### config.mk
export PLATFORM = sky130hd
export DESIGN_NAME = rd_line_buf_flat
export DESIGN_NICKNAME = d
export VERILOG_FILES = /design/src/rtl/rd_line_buf_if.sv /design/src/rtl/rd_line_buf.sv /design/src/flat_wrapper.sv
export SDC_FILE = /design/constraint.sdc
export NUM_CORES = 1
export LEC_CHECK = 0
export ABC_AREA = 1
export ABC_CLOCK_PERIOD_IN_PS = 14100
export CELL_PAD_IN_SITES_DETAIL_PLACEMENT = 2
export CELL_PAD_IN_SITES_GLOBAL_PLACEMENT = 2
export CORE_UTILIZATION = 25
export CTS_CLUSTER_SIZE = 14
export DETAILED_ROUTE_END_ITERATION = 12
export PLACE_DENSITY_LB_ADDON = 0.05
export SYNTH_ARGS = -nofsm -noshare
export SYNTH_HDL_FRONTEND = slang
export SYNTH_SLANG_ARGS = --single-unit
### constraint.sdc
create_clock -name clk -period 14.1 [get_ports clk]
set_input_delay 2.82 -clock clk [delete_from_list [all_inputs] [get_ports clk]]
set_output_delay 2.82 -clock clk [all_outputs]
set_load 0.005 [all_outputs]
### src/rtl/rd_line_buf_if.sv
// ============================================================================
// Module : rd_line_buf_if
// Brief  : Consumer, read-channel-manager and line-output signal bundle for
//          rd_line_buf.
// Rev    : 1.0 - initial release
// ============================================================================
`default_nettype none

interface rd_line_buf_if;
    logic         cpu_rd_req;
    logic [31:0]  cpu_rd_addr;
    logic         cpu_rd_ack;
    logic         rstart_rq;
    logic [31:0]  rin_addr;
    logic         rnext_rq;
    logic [3:0]   rnext_id;
    logic         rqfull_1;
    logic [127:0] rdat_m_data;
    logic         rdat_m_valid;
    logic         finish_mrd;
    logic         line_valid;
    logic         line_ready;
    logic [127:0] line_data;
    logic [31:0]  line_addr;
    logic [3:0]   line_id;
    logic         rlb_err;

    modport slave (
        input  cpu_rd_req, cpu_rd_addr, rnext_rq, rnext_id,
               rdat_m_data, rdat_m_valid, finish_mrd, line_ready,
        output cpu_rd_ack, rstart_rq, rin_addr, rqfull_1,
               line_valid, line_data, line_addr, line_id, rlb_err
    );

    modport master (
        output cpu_rd_req, cpu_rd_addr, rnext_rq, rnext_id,
               rdat_m_data, rdat_m_valid, finish_mrd, line_ready,
        input  cpu_rd_ack, rstart_rq, rin_addr, rqfull_1,
               line_valid, line_data, line_addr, line_id, rlb_err
    );
endinterface

`default_nettype wire

### src/rtl/rd_line_buf.sv
// ============================================================================
// Module : rd_line_buf
// Brief  : Credit-limited read line buffer pairing returned 128-bit lines with
//          their issue-order address/ID. Optional: RLB_ERR_STATUS_EN.
// Rev    : 1.0 - initial release
// ============================================================================
`default_nettype none

module rd_line_buf #(
    parameter int DEPTH = 4
) (
    input  wire logic     clk,
    input  wire logic     rst,
    rd_line_buf_if.slave  bus
);

    localparam int PTR_W = $clog2(DEPTH);
    localparam int CNT_W = PTR_W + 1;
    localparam logic [CNT_W-1:0] c_DEPTH_CNT = CNT_W'(DEPTH);
    localparam logic [CNT_W-1:0] c_NEAR_FULL = CNT_W'(DEPTH - 1);
    localparam logic [CNT_W-1:0] c_CNT_ONE   = CNT_W'(1);
    localparam logic [PTR_W-1:0] c_PTR_ONE   = PTR_W'(1);

    typedef enum logic [1:0] {
        IDLE      = 2'd0,
        ISSUE     = 2'd1,
        WAIT_NEXT = 2'd2
    } state_t;

    state_t             r_state, w_state_nxt;
    logic               w_ack, w_start;
    logic [27:0]        r_addr;
    logic [CNT_W-1:0]   r_credits, r_outstanding;

    logic [27:0]        r_tadr [DEPTH];
    logic [3:0]         r_tid  [DEPTH];
    logic [PTR_W-1:0]   r_twr, r_trd;
    logic [CNT_W-1:0]   r_tcnt, w_tcnt_nxt;

    logic [127:0]       r_dmem [DEPTH];
    logic [27:0]        r_dadr [DEPTH];
    logic [3:0]         r_did  [DEPTH];
    logic [PTR_W-1:0]   r_dwr, r_drd;
    logic [CNT_W-1:0]   r_dcnt, w_dcnt_nxt;
    logic               r_rqfull;

    logic               w_tempty, w_tfull, w_tpush, w_tpop;
    logic               w_dfull, w_dpush, w_pop, w_lv;
    logic [27:0]        w_head_adr;
    logic [3:0]         w_head_id;
    logic               w_unused;

    assign w_unused = ^bus.cpu_rd_addr[3:0];

    assign w_tempty   = (r_tcnt == '0);
    assign w_tfull    = (r_tcnt == c_DEPTH_CNT);
    assign w_tpop     = bus.rdat_m_valid && !w_tempty;
    assign w_tpush    = (r_state == WAIT_NEXT) && bus.rnext_rq && (!w_tfull || w_tpop);
    assign w_lv       = (r_dcnt != '0) && !rst;
    assign w_pop      = w_lv && bus.line_ready;
    assign w_dfull    = (r_dcnt == c_DEPTH_CNT);
    assign w_dpush    = bus.rdat_m_valid && (!w_dfull || w_pop);
    // A beat with no pending tag is still buffered, tagged with zeros
    assign w_head_adr = w_tempty ? '0 : r_tadr[r_trd];
    assign w_head_id  = w_tempty ? '0 : r_tid[r_trd];

    always_ff @(posedge clk) begin
        if (rst) r_state <= IDLE;
        else     r_state <= w_state_nxt;
    end

    always_comb begin
        w_state_nxt = r_state;
        w_ack       = 1'b0;
        w_start     = 1'b0;
        case (r_state)
            IDLE: begin
                if (bus.cpu_rd_req && (r_credits < c_DEPTH_CNT) && !rst) begin
                    w_ack       = 1'b1;
                    w_state_nxt = ISSUE;
                end
            end
            ISSUE: begin
                w_start     = !rst;
                w_state_nxt = WAIT_NEXT;
            end
            WAIT_NEXT: begin
                if (bus.rnext_rq) w_state_nxt = IDLE;
            end
            default: w_state_nxt = IDLE;
        endcase
    end

    always_comb begin
        w_tcnt_nxt = r_tcnt;
        if (w_tpush && !w_tpop)      w_tcnt_nxt = r_tcnt + c_CNT_ONE;
        else if (!w_tpush && w_tpop) w_tcnt_nxt = r_tcnt - c_CNT_ONE;
        w_dcnt_nxt = r_dcnt;
        if (w_dpush && !w_pop)       w_dcnt_nxt = r_dcnt + c_CNT_ONE;
        else if (!w_dpush && w_pop)  w_dcnt_nxt = r_dcnt - c_CNT_ONE;
    end

    always_ff @(posedge clk) begin
        if (rst) begin
            r_addr        <= '0;
            r_credits     <= '0;
            r_outstanding <= '0;
            r_twr         <= '0;
            r_trd         <= '0;
            r_tcnt        <= '0;
            r_dwr         <= '0;
            r_drd         <= '0;
            r_dcnt        <= '0;
            r_rqfull      <= 1'b0;
        end else begin
            if (w_ack) r_addr <= bus.cpu_rd_addr[31:4];
            // Credits count accepted-but-not-yet-consumed lines
            if (w_ack && !(w_pop && r_credits != '0))
                r_credits <= r_credits + c_CNT_ONE;
            else if (!w_ack && w_pop && r_credits != '0)
                r_credits <= r_credits - c_CNT_ONE;
            if (w_ack && !(bus.finish_mrd && r_outstanding != '0))
                r_outstanding <= r_outstanding + c_CNT_ONE;
            else if (!w_ack && bus.finish_mrd && r_outstanding != '0)
                r_outstanding <= r_outstanding - c_CNT_ONE;
            if (w_tpush) r_twr <= r_twr + c_PTR_ONE;
            if (w_tpop)  r_trd <= r_trd + c_PTR_ONE;
            if (w_dpush) r_dwr <= r_dwr + c_PTR_ONE;
            if (w_pop)   r_drd <= r_drd + c_PTR_ONE;
            r_tcnt   <= w_tcnt_nxt;
            r_dcnt   <= w_dcnt_nxt;
            r_rqfull <= (w_dcnt_nxt >= c_NEAR_FULL);
        end
    end

    always_ff @(posedge clk) begin
        if (w_tpush) begin
            r_tadr[r_twr] <= r_addr;
            r_tid[r_twr]  <= bus.rnext_id;
        end
        if (w_dpush) begin
            r_dmem[r_dwr] <= bus.rdat_m_data;
            r_dadr[r_dwr] <= w_head_adr;
            r_did[r_dwr]  <= w_head_id;
        end
    end

    assign bus.cpu_rd_ack = w_ack;
    assign bus.rstart_rq  = w_start;
    assign bus.rin_addr   = rst ? 32'h0 : {r_addr, 4'h0};
    assign bus.rqfull_1   = r_rqfull;
    assign bus.line_valid = w_lv;
    assign bus.line_data  = w_lv ? r_dmem[r_drd] : '0;
    assign bus.line_addr  = w_lv ? {r_dadr[r_drd], 4'h0} : 32'h0;
    assign bus.line_id    = w_lv ? r_did[r_drd] : 4'h0;

`ifdef RLB_ERR_STATUS_EN
    logic r_err;
    logic w_err_evt;

    assign w_err_evt = (bus.rdat_m_valid && w_tempty)
                     || (bus.rdat_m_valid && w_dfull && !w_pop)
                     || (bus.rnext_rq && (r_state != WAIT_NEXT));

    always_ff @(posedge clk) begin
        if (rst)            r_err <= 1'b0;
        else if (w_err_evt) r_err <= 1'b1;
    end

    assign bus.rlb_err = r_err && !rst;
`else
    assign bus.rlb_err = 1'b0;
`endif

endmodule

`default_nettype wire

### src/flat_wrapper.sv
// flat-port wrapper written by rule: the top's interface ports become plain ports
module rd_line_buf_flat 
#(
    parameter int DEPTH = 4
)
  (clk, rst, bus_cpu_rd_req, bus_cpu_rd_addr, bus_rnext_rq, bus_rnext_id, bus_rdat_m_data, bus_rdat_m_valid, bus_finish_mrd, bus_line_ready, bus_cpu_rd_ack, bus_rstart_rq, bus_rin_addr, bus_rqfull_1, bus_line_valid, bus_line_data, bus_line_addr, bus_line_id, bus_rlb_err);
  rd_line_buf_if bus_i ();
  input  wire logic clk;
  input  wire logic rst;
  input wire logic [$bits(bus_i.cpu_rd_req)-1:0] bus_cpu_rd_req;
  input wire logic [$bits(bus_i.cpu_rd_addr)-1:0] bus_cpu_rd_addr;
  input wire logic [$bits(bus_i.rnext_rq)-1:0] bus_rnext_rq;
  input wire logic [$bits(bus_i.rnext_id)-1:0] bus_rnext_id;
  input wire logic [$bits(bus_i.rdat_m_data)-1:0] bus_rdat_m_data;
  input wire logic [$bits(bus_i.rdat_m_valid)-1:0] bus_rdat_m_valid;
  input wire logic [$bits(bus_i.finish_mrd)-1:0] bus_finish_mrd;
  input wire logic [$bits(bus_i.line_ready)-1:0] bus_line_ready;
  output wire logic [$bits(bus_i.cpu_rd_ack)-1:0] bus_cpu_rd_ack;
  output wire logic [$bits(bus_i.rstart_rq)-1:0] bus_rstart_rq;
  output wire logic [$bits(bus_i.rin_addr)-1:0] bus_rin_addr;
  output wire logic [$bits(bus_i.rqfull_1)-1:0] bus_rqfull_1;
  output wire logic [$bits(bus_i.line_valid)-1:0] bus_line_valid;
  output wire logic [$bits(bus_i.line_data)-1:0] bus_line_data;
  output wire logic [$bits(bus_i.line_addr)-1:0] bus_line_addr;
  output wire logic [$bits(bus_i.line_id)-1:0] bus_line_id;
  output wire logic [$bits(bus_i.rlb_err)-1:0] bus_rlb_err;
  assign bus_i.cpu_rd_req = bus_cpu_rd_req;
  assign bus_i.cpu_rd_addr = bus_cpu_rd_addr;
  assign bus_i.rnext_rq = bus_rnext_rq;
  assign bus_i.rnext_id = bus_rnext_id;
  assign bus_i.rdat_m_data = bus_rdat_m_data;
  assign bus_i.rdat_m_valid = bus_rdat_m_valid;
  assign bus_i.finish_mrd = bus_finish_mrd;
  assign bus_i.line_ready = bus_line_ready;
  assign bus_cpu_rd_ack = bus_i.cpu_rd_ack;
  assign bus_rstart_rq = bus_i.rstart_rq;
  assign bus_rin_addr = bus_i.rin_addr;
  assign bus_rqfull_1 = bus_i.rqfull_1;
  assign bus_line_valid = bus_i.line_valid;
  assign bus_line_data = bus_i.line_data;
  assign bus_line_addr = bus_i.line_addr;
  assign bus_line_id = bus_i.line_id;
  assign bus_rlb_err = bus_i.rlb_err;
  rd_line_buf #(.DEPTH(DEPTH)) u_core (.clk(clk), .rst(rst), .bus(bus_i));
endmodule
# [Word-level counts from Yosys, hierarchy flattened]
# Memory sizes are Yosys's and may differ from the RTL's. A register that Yosys moved wholly into a read port is not among the register bits.
# Index checks and enable logic that the tools add are counted.
[word_totals] rom_bits=0 output_inout_bits=201 inputBits=171 ram_bits=768 latchBits=0 register_bits=48 mem_count=5 wordCells=100
[classes] bitwise_logic=0 order_cmp=2 shift=0 n_addsub=10 multipliers=0 div=0 eq_ne=6 n_reduce_logical=35 muxes=32
[mem_list] name="u_core.r_dmem" words=4 word_bits=128 read_ports=1 rd_clocked_by_memory_dff=1 write_ports=1 line_no="rd_line_buf.sv:40" source="logic [127:0] r_dmem [DEPTH];"
[mem_list] name="u_core.r_dadr" words=4 word_bits=28 read_ports=1 rd_clocked_by_memory_dff=1 write_ports=1 line_no="rd_line_buf.sv:41" source="logic [27:0] r_dadr [DEPTH];"
[mem_list] name="u_core.r_tadr" words=4 word_bits=28 read_ports=1 rd_clocked_by_memory_dff=1 write_ports=1 line_no="rd_line_buf.sv:35" source="logic [27:0] r_tadr [DEPTH];"
[mem_list] name="u_core.r_did" words=4 word_bits=4 read_ports=1 rd_clocked_by_memory_dff=1 write_ports=1 line_no="rd_line_buf.sv:42" source="logic [3:0] r_did [DEPTH];"
[mem_list] name="u_core.r_tid" words=4 word_bits=4 read_ports=1 rd_clocked_by_memory_dff=1 write_ports=1 line_no="rd_line_buf.sv:36" source="logic [3:0] r_tid [DEPTH];"
[ops] cell="$mux W128" n=1
[ops] cell="$mux W32" n=2
[ops] cell="$mux W28" n=1
[ops] cell="$mux W2" n=12
[ops] cell="$mux W3" n=6
[ops] cell="$logic_and A1 B1 Y1" n=16
[ops] cell="$logic_not A1 Y1" n=10
[ops] cell="$add A3 B1 Y3 const B" n=3
[ops] cell="$sub A3 B1 Y3 const B" n=3
[ops] cell="$add A2 B1 Y2 const B" n=4
[ops] cell="$mux W4" n=2
[ops] cell="$mux W1" n=7
[ops] cell="$eq A3 B3 Y1 const B" n=2
[ops] cell="$pmux W2 S3" n=1
[ops] cell="$reduce_bool A3 Y1" n=2
[ops] cell="$reduce_bool A2 Y1" n=2
[ops] cell="$ge A3 B2 Y1 const B" n=1
[ops] cell="$logic_not A3 Y1" n=1
[ops] cell="$lt A3 B3 Y1 const B" n=1
[ops] cell="$eq A2 B1 Y1 const B" n=1
[ops] cell="$eq A2 B2 Y1 const B" n=1
[ops] cell="$logic_not A2 Y1" n=1
[ops] cell="$logic_or A1 B1 Y1" n=2
[ops] cell="$ne A2 B1 Y1 const B" n=1
[ops] cell="other kinds (2)" n=2

# [Depth between registers and ports, before layout]
[depth] depth_word=10 depth_mapped=13 ltp_nobuf=13

# [Worst setup path after synthesis]
# OpenSTA, ideal clock, no wires.
[synth_path] kind="input port to flip-flop" from="input rst" to="memory u_core.r_dadr[0][0], enable pin" setup_time_ps=683 t_arrival_ps=9975 path_buffers=1 path_stages=6 t_required_ps=13417 slack_ps=3443 cell_sequence="buf_6 inv_4 nand3_2 nand3_1 nand2_1 nor2_1"
[synth_between] elab_chain_len=7
[synth_lines] element="start: declaration" line_no="flat_wrapper.sv:9" source="input wire logic rst;"
[synth_lines] element="$logic_not A1 Y1" line_no="rd_line_buf.sv:59" source="assign w_lv = (r_dcnt != '0) && !rst;"
[synth_lines] element="$logic_and A1 B1 Y1" line_no="rd_line_buf.sv:59"
[synth_lines] element="$logic_and A1 B1 Y1" line_no="rd_line_buf.sv:60" source="assign w_pop = w_lv && bus.line_ready;"
[synth_lines] element="$logic_or A1 B1 Y1" line_no="rd_line_buf.sv:62" source="assign w_dpush = bus.rdat_m_valid && (!w_dfull || w_pop);"
[synth_lines] element="$logic_and A1 B1 Y1" line_no="rd_line_buf.sv:62"
[synth_lines] element="$mux W1" line_no="rd_line_buf.sv:141" source="if (w_dpush) begin"
[synth_lines] element="$mux W1 (implied by the code)" line_no="rd_line_buf.sv:143" source="r_dadr[r_dwr] <= w_head_adr;"
[synth_lines] element="end: declaration" line_no="rd_line_buf.sv:41"
# No other way between the ends.

# [Worst setup path in the final report]
[layout_path] from="input rst" to="output bus_line_addr[21]"
[layout_between] elab_chain_len=3
[layout_lines] element="$logic_not A1 Y1" line_no="rd_line_buf.sv:59"
[layout_lines] element="$logic_and A1 B1 Y1" line_no="rd_line_buf.sv:59"
[layout_lines] element="$mux W32" line_no="rd_line_buf.sv:154" source="assign bus.line_addr = w_lv ? {r_dadr[r_drd], 4'h0} : 32'h0;"
[layout_lines] element="end: declaration" line_no="flat_wrapper.sv:24" source="output wire logic [$bits(bus_i.line_addr)-1:0] bus_line_addr;"
# No other way between the ends.

==> flow_summary.json <==
{
  "cts_root_buf": "clkbuf_16",
  "rr_endpoint": "u_core.r_dmem[3][24]",
  "tns_ns": 0,
  "yosys.area.top_type_share": 0.718,
  "grt_pass1_vias": 24000,
  "core-area_um2": 128000,
  "vias": 21200,
  "worstMarginPinSlew_ns": 1.14,
  "grt_max_degree": 114,
  "synth_cell_type_count": 31,
  "cts_buffer_depth": 3,
  "drt_iter0_drc": 796,
  "seq_area_um2": 24100,
  "cp_cell_sequence": "clkdlybuf4s50_1 -> buf_4 -> inv_4 -> nand2_8 -> buf_4 -> a21oi_1 -> clkdlybuf4s50_1",
  "grt_use_met2": 0.288,
  "slew_viol_final": 0,
  "ys_top_cells_by_area": "edfxtp_1 72%, nor2_1 9.6%, o21ai_0 6.5%, a21oi_1 3.6%, dfxtp_1 3.2%",
  "avgRoutedWirePerCell_um": 22.5,
  "skew_ns": 0.0159,
  "cts_sinks": 820,
  "antenna_found_initial": 7,
  "cp_max_fo": 66,
  "yosysSeqAreaShare": 0.751,
  "timing.fmax_mhz": 110,
  "yosysWarnings": 0,
  "gp_congestion": 0.689,
  "overflow": 0,
  "drive_gt1_frac": 0.0638,
  "cts_tree": "yes",
  "end_kind": "primary output",
  "cp_data_arrival_time_ns": 6.26,
  "grt.total_usage": 0.161,
  "critical_path.startpoint": "rst",
  "ant_nets": 0,
  "nets": 3116,
  "synth_edf_count": 768,
  "drv_cap": 0,
  "cts_made_buffers": 99,
  "drcViolationCount": 0,
  "rsz0062_at_grt": "no",
  "timing.rr.start": "u_core.r_dcnt[0]",
  "port_buffers": 357,
  "start_kind": "input port",
  "critPathSlowestCell": "clkdlybuf4s50_1",
  "htreeDepth": 3,
  "start_util": 0.252,
  "crit_end": "bus_line_addr[21]",
  "ys_async_sr_fraction": 0,
  "placementRows": 131,
  "ir_drop_v": 0.0000949,
  "syn_area_um2": 32100,
  "synthFlopType": "edfxtp_1",
  "fin_crit_sh": 0.644,
  "drt-total-wl_um": 105000,
  "hold_viol": 0,
  "die_w_um": 360,
  "fillers": 13400,
  "status": "completed",
  "multi_input_area_um2": 6940,
  "hpwl_um": 58700,
  "synth-seq-cells": 820,
  "hp-class": "reg2reg",
  "final_util": 0.317,
  "syn_inst": 2604,
  "synth_area_per_cell_um2": 12.3,
  "fin_crit_ns": 9.08,
  "clk_pin_slew_worst_paths_ns": 0.05,
  "syn_to_final_growth_pct": 25.7,
  "r2r_cells": 8,
  "die_y_um": 360,
  "synth_most_common_cell": "nor2_1",
  "die-area_um2": 130000,
  "crit_required_ns": 11.28,
  "r2r_setup_slack_ns": 10.55,
  "io_pins": 372,
  "hold_buffers": 0,
  "top_usage_layer": "met2",
  "drtPass1Iterations": 4,
  "use_met1": 0.194,
  "yosysTopAreaCell": "edfxtp_1",
  "grt_pass1_wl_um": 155000,
  "max_stage_delay_ns": 0.62,
  "use_met3": 0.0324,
  "powerDensity_nw_per_um2": 157,
  "path_class": "in2out",
  "via_per_inst": 4.53,
  "netlist_top_cells_count": "822 x nor2_1, 768 x edfxtp_1, 420 x o21ai_0, 233 x a21oi_1, 75 x clkbuf_1",
  "insertion_delay_ns": 0.68,
  "post-cts-setup-buffer-count": 0,
  "p_leak_uw": 0.0134,
  "setup_viol": 0,
  "ctsResizeCount": 0,
  "slew_headroom": 0.243
}
[cells by family (layout without fill, tap and decap cells)]
family / count (synthesis) / count (layout) / share of synthesized area
buffers and inverters: 242 / 638 / 0.0365
and+or+nand+nor: 864 / 864 / 0.103
AOI/OAI and AO/OA: 659 / 659 / 0.103
DFF: 820 / 820 / 0.751
other: 1 / 12 / 0.000117
xor gates and xnor gates: 4 / 4 / 0.00109
adders and majority gates: 14 / 14 / 0.00592
[area by class of cell]
cell class                 count  share of cell area
timing repair buffer         389              0.0954
clock buffer                 127              0.0660
tap                         1662              0.0515
clock inverter                51              0.0105
sequential                   820               0.597
inverter                      71             0.00698
antenna                        3            0.000186
multi-input combinational   1550               0.172
[metal layers]
layer / share of wire / wire length (um)
met5: 0.00071 / 74
met4: 0.020 / 2060
met3: 0.041 / 4340
met2: 0.51 / 53200
met1: 0.43 / 45200
[power breakdown]
part	total, uW	switching (uW)	internal (uW)	leakage, uW
Combinational	925	620	304	0.00440
Sequential	2970	59.6	2910	0.00750
Clock	2440	1000	1440	0.00152
Total	6330	1680	4650	0.0134
[metrics by stage]
step / area [um^2] / worst slack (ns) / hold slack (ns) / power, uW / instances
2_1_floorplan: 32100 / 3.44 / 0.442 / 3500 / 2612
3_3_place_gp: 37300 / 4.91 / 0.452 / 3940 / 4492
3_5_place_dp: 37300 / 4.89 / 0.472 / 3980 / 4492
4_1_cts: 40400 / 4.89 / 0.484 / 6480 / 4670
5_1_grt: 40400 / 4.78 / 0.520 / 6650 / 4671
6_report: 40400 / 5.02 / 0.478 / 6330 / 4673
[state kept, by name, indices dropped and copies added, names as in the netlist, named ones only]
register,flops
u_core.bus.rqfull_1,1
u_core.r_dadr,112
u_core.r_trd,2
u_core.r_credits,3
u_core.r_tadr,112
u_core.r_tid,16
u_core.r_did,16
u_core.r_tcnt,3
u_core.r_addr,28
u_core.r_dmem,512
u_core.r_drd,2
u_core.r_twr,2
u_core.r_dwr,2
u_core.r_dcnt,3
u_core.r_state,2
[worst min path at each step]
stage	cells after the start	to	start
2_1_floorplan	2	flip-flop	u_core.r_trd[1]
3_3_place_gp	1	u_core.r_trd[0]	u_core.r_trd[0]
3_5_place_dp	1	flip-flop	u_core.r_trd[0]
4_1_cts	2	u_core.r_trd[1]	u_core.r_trd[1]
5_1_grt	2	u_core.r_trd[1]	u_core.r_trd[1]
6_report	2	u_core.r_trd[1]	u_core.r_trd[1]
[critical path: cells and delay by family]
family | cells | cell delay [ns]
buffers and inverters | 5 | 2.29
AO/OA/AOI/OAI | 1 | 0.58
AND/OR/NAND/NOR | 1 | 0.43
[placed cells by master (no fill, tap or decap), types with 4 or more instances in the layout]
| master | instances |
|---|---|
| buf_4 | 29 |
| ha_1 | 12 |
| inv_1 | 63 |
| nor2_4 | 7 |
| bufinv_16 | 6 |
| nor2_1 | 814 |
| inv_2 | 4 |
| nand2_1 | 22 |
| clkbuf_1 | 22 |
| clkdlybuf4s50_1 | 357 |
| o21ai_0 | 420 |
| clkinv_2 | 17 |
| nand3_1 | 9 |
| o21ai_1 | 5 |
| conb_1 | 9 |
| clkinv_1 | 23 |
| clkbuf_8 | 4 |
| clkbuf_16 | 101 |
| a21oi_1 | 233 |
| edfxtp_1 | 768 |
| dfxtp_1 | 49 |
No activity file was read; power rests on OpenSTA's default activity.
